$ cat src/rtl/serial_adder.sv
// Bit-serial WIDTH-bit adder: one full-adder cell fed LSB first, carry closed
// through carry_q; WIDTH clocks from the accepting edge to the done pulse.

module full (
   input  logic a,
   input  logic b,
   input  logic cin,
   output logic sum,
   output logic cout
);
   assign sum  = a ^ b ^ cin;
   assign cout = (a & b) | (cin & (a ^ b));
endmodule

module serial_adder #(
   parameter int WIDTH = 8
) (
   input  logic             clk,
   input  logic             rst,
   input  logic             start,
   input  logic [WIDTH-1:0] a_in,
   input  logic [WIDTH-1:0] b_in,
   input  logic             cin_in,
   output logic             busy,
   output logic             done,
   output logic [WIDTH-1:0] sum_out,
   output logic             cout_out
);

   localparam int CNT_W = (WIDTH > 1) ? $clog2(WIDTH) : 1;
   localparam logic [CNT_W-1:0] LAST_BIT = CNT_W'(WIDTH - 1);

   typedef enum logic {
      IDLE,
      SHIFT
   } state_e;

   state_e             state_q,  state_d;
   logic [WIDTH-1:0]   a_sr_q,   a_sr_d;
   logic [WIDTH-1:0]   b_sr_q,   b_sr_d;
   logic [WIDTH-1:0]   sum_sr_q, sum_sr_d;
   logic               carry_q,  carry_d;
   logic [CNT_W-1:0]   cnt_q,    cnt_d;
   logic               busy_q,   busy_d;
   logic               done_q,   done_d;
   logic [WIDTH-1:0]   sum_q,    sum_d;
   logic               cout_q,   cout_d;

   logic               fa_sum;
   logic               fa_cout;
   logic [WIDTH:0]     sum_ext;

   full u_full (
      .a   (a_sr_q[0]),
      .b   (b_sr_q[0]),
      .cin (carry_q),
      .sum (fa_sum),
      .cout(fa_cout)
   );

   // New sum bit enters at the MSB; slicing the widened vector keeps WIDTH=1 legal.
   assign sum_ext = {fa_sum, sum_sr_q};

   always_comb begin
      // NOTE: every next-state signal is given its hold value first, so no path through the case can infer a latch.
      state_d  = state_q;
      a_sr_d   = a_sr_q;
      b_sr_d   = b_sr_q;
      sum_sr_d = sum_sr_q;
      carry_d  = carry_q;
      cnt_d    = cnt_q;
      busy_d   = busy_q;
      done_d   = 1'b0;
      sum_d    = sum_q;
      cout_d   = cout_q;

      case (state_q)
         IDLE: begin
            if (start) begin
               a_sr_d  = a_in;
               b_sr_d  = b_in;
               carry_d = cin_in;
               cnt_d   = '0;
               busy_d  = 1'b1;
               state_d = SHIFT;
            end
         end
         SHIFT: begin
            sum_sr_d = sum_ext[WIDTH:1];
            a_sr_d   = a_sr_q >> 1;
            b_sr_d   = b_sr_q >> 1;
            carry_d  = fa_cout;
            cnt_d    = cnt_q + 1'b1;
            if (cnt_q == LAST_BIT) begin
               sum_d   = sum_ext[WIDTH:1];
               cout_d  = fa_cout;
               done_d  = 1'b1;
               busy_d  = 1'b0;
               state_d = IDLE;
            end
         end
         default: state_d = IDLE;
      endcase
   end

   // NOTE: the datapath registers are reset along with the control, because an abort must also clear the last published result.
   always_ff @(posedge clk or posedge rst) begin
      if (rst) begin
         state_q  <= IDLE;
         a_sr_q   <= '0;
         b_sr_q   <= '0;
         sum_sr_q <= '0;
         carry_q  <= 1'b0;
         cnt_q    <= '0;
         busy_q   <= 1'b0;
         done_q   <= 1'b0;
         sum_q    <= '0;
         cout_q   <= 1'b0;
      end else begin
         // NOTE: non-blocking assignments so every register samples the pre-edge values.
         state_q  <= state_d;
         a_sr_q   <= a_sr_d;
         b_sr_q   <= b_sr_d;
         sum_sr_q <= sum_sr_d;
         carry_q  <= carry_d;
         cnt_q    <= cnt_d;
         busy_q   <= busy_d;
         done_q   <= done_d;
         sum_q    <= sum_d;
         cout_q   <= cout_d;
      end
   end

   assign busy     = busy_q;
   assign done     = done_q;
   assign sum_out  = sum_q;
   assign cout_out = cout_q;

endmodule

$ cat config.mk
export PLATFORM = sky130hd
export DESIGN_NAME = serial_adder
export DESIGN_NICKNAME = d
export VERILOG_FILES = /design/src/rtl/serial_adder.sv
export SDC_FILE = /design/constraint.sdc
export NUM_CORES = 1
export LEC_CHECK = 0
export BUFFER_PORTS_ARGS = -buffer_cell sky130_fd_sc_hd__buf_2
export CAP_MARGIN = 20
export CORE_MARGIN = 4
export CORE_UTILIZATION = 55
export DETAILED_ROUTE_END_ITERATION = 16
export HOLD_SLACK_MARGIN = 0.05
export PLACE_DENSITY = 0.85
export SLEW_MARGIN = 40
export SYNTH_ARGS = -nofsm -noshare
export SYNTH_HDL_FRONTEND = slang
export SYNTH_SLANG_ARGS = --single-unit
$ cat constraint.sdc
create_clock -name clk -period 3.9 [get_ports clk]
set_clock_uncertainty 0.1 [all_clocks]
set_input_delay 1.17 -clock clk [delete_from_list [all_inputs] [get_ports clk]]
set_output_delay 1.17 -clock clk [all_outputs]
set_load 0.01 [all_outputs]
==> flow_summary.ini <==
[cts]
post_cts_buffers = 0
ctsRootBufferMaster = clkbuf_4
cts_resized = 0
clk_pin_slew_ps = 110
cts.sinks = 39
tritoncts = yes
cts_hold_buf = 0
insertion_delay_ps = 340
h-tree-depth = 2
cts_buffer_depth = 2
cts_made_buffers = 5

[placed_design]
hpwl_um = 1991
gp_congestion = 0.7323
port_buffers = 30

[synthesis]
synth_edf_count = 0
synth_commonest_cells = dfrtp_1 (39), mux2i_1 (18), nand2_1 (15), o21ai_0 (15), mux2_4 (12)
synthArstFlopShare_pct = 100.0
post-synth-top-count-cell = dfrtp_1
syn_inst = 127
ys_ff_latch = 39
synth-main-ff-cell = dfrtp_1
syn_area_um2 = 1704
yosysSeqAreaShare_pct = 57.27
yosys.area.top_type_share_pct = 57.27
synth_nets = 151
synth.area.top_cells = dfrtp_1 (57%), mux2i_1 (11%), mux2_4 (11%)
synth_warnings = 0
synth.distinct_cells = 19
syn_avg_cell_area_um2 = 13.42
yosys.area.top_type = dfrtp_1

[sta]
period_minus_slack_ps = 2159
slew_headroom_pct = 55.60
slew_violations = 0
tns_ps = 0
worst_slew_pin_slew_ps = 665.2
setup_viol_count_final = 0
timing.fmax_mhz = 463.2
hold_viol_final = 0
rsz0062_at_grt = no
period_share_pct = 55.36

[floorplanning]
num_rows = 19
initial_utilization_pct = 59.74
core_area_um2 = 2853
dieArea_um2 = 4053
dieHeight_um = 63.67
die_x_um = 63.67
io-pin-count = 31

[setup_path]
crit_fanout = 3
r2r_slack_ps = 2230
reg2regPathDepth = 3
cp-end-kind = primary output
cp.required_ps = 2630
worst-setup-path-type = reg -> out
path_buf_inv = 1
path_cells = buf_2
crit_path_start_kind = register
path_delay_family = flip-flops
arrival_ps = 890
critPathSlowestCell = dfrtp_1
cp_slowest_stage_delay_ps = 410
r2r_end = sum_out[4]
reg2reg_from = state_q

[routing]
vias = 1030
postRouteAntennaNets = 0
post-route-drc-count = 0
dr.first_iter.drc_count = 27
routedWlPerCell_um = 14.27
drt_first_pass_iters = 4
vias_per_cell = 5.393
drt_wl_total_um = 2725

[finish]
syn2layout_area_growth_pct = 11.97
utilization_pct = 66.89
drive_gt1_share_pct = 35.63
n_antenna_cell = 0
fillers = 226
nets = 183

[power]
vdd_ir_drop_max_mv = 0.3203
p_leak_nw = 1.024
p_per_area_nw_per_um2 = 720.9

[worst_hold_path]
holdPathEnd = a_sr_q[4]
holdPathStages = 2
hold_path.startpoint = a_sr_q[5]
hold_path_class = reg -> reg

[global_routing]
grt_pass1_wl_um = 5064
grt-ovfl-total = 0
grt_pass1_vias = 1159
grt_max_degree = 40
grt_antenna_before_repair = 0
grt_usage_pct = 16.35

[outcome]
status = completed

[flow_run]
maxCapViolations = 0
[worst reg2reg max path: stages (launching register included)]
cell and delay (ps):
dfrtp_1 560, buf_4 420, nand2_8 160, mux2_4 330
[where the power goes]
group / total (mW) / internal [mW] / switching, mW
Combinational: 0.497 / 0.280 / 0.217
Sequential: 0.685 / 0.570 / 0.115
Clock: 0.193 / 0.0671 / 0.126
Total: 1.38 / 0.918 / 0.458
[per-layer routing]
metal	vias up	wire (µm)	track usage, %
met5	-	0	0
met4	0	43	5.660
met3	6	155	6.750
met2	26	1306	27.64
met1	497	1220	18.54
li1	501	-	-
[cell type report]
class | count | area (µm²) | share of cell area (%)
Sequential cell | 39 | 975.9 | 51.15
Inverter | 3 | 11.26 | 0.5902
Multi-Input combinational cell | 78 | 664.4 | 34.82
Clock inverter | 3 | 15.01 | 0.7869
Clock buffer | 5 | 37.54 | 1.967
Tap cell | 31 | 38.79 | 2.033
Timing Repair Buffer | 32 | 165.2 | 8.656
[per-stage QoR]
stage          instances  instance area [µm²]  hold slack, ps  setup WS [ps]  total power, mW
2_1_floorplan        127                 1704           352.3           1741            1.080
3_3_place_gp         183                 1856           362.5           1739            1.161
3_5_place_dp         183                 1856           372.4           1695            1.200
4_1_cts              191                 1908           401.7           1718            1.396
5_1_grt              191                 1908           429.6           1674            1.492
6_report             191                 1908           395.7           1741            1.375
[kinds of logic (layout without fill, tap and decap cells)]
group                      count (synthesis)  in the layout  synth area share, %
AOI/OAI and AO/OA                         19             19                6.094
adders and majority gates                  4              4                3.378
buffers and inverters                     10             43                3.744
DFF                                       39             39                57.27
muxes                                     34             34                23.79
and+or+nand+nor                           21             21                5.727
[worst max-delay path by stage]
stage                from   endpoint  slack, ps  cells past startpoint
finish               busy       busy       1740                      1
CTS                  busy       busy       1720                      1
global route         busy       busy       1670                      1
detailed placement  start   cnt_q[1]       1700                      3
floorplan             rst  a_sr_q[0]       1740                      1
global placement      rst       done       1740                      3
[layout by cell type (no fill, tap or decap), types with 2 or more instances in the layout]
| cell | count |
|---|---|
| buf_4 | 2 |
| a22o_1 | 2 |
| ha_1 | 3 |
| clkbuf_4 | 5 |
| buf_2 | 30 |
| mux2i_1 | 18 |
| clkinv_2 | 3 |
| dfrtp_1 | 39 |
| nand2_1 | 15 |
| nor2_1 | 4 |
| mux2_4 | 12 |
| o21ai_0 | 15 |
| mux2_2 | 4 |
| inv_1 | 3 |
[registers in the layout, indices dropped and copies added, names as in the netlist]
name	cells
b_sr_q	8
sum_sr_q	7
sum_out	8
carry_q	1
done	1
cout_out	1
state_q	1
busy	1
a_sr_q	8
cnt_q	3
(Power assumes the default switching activity.)
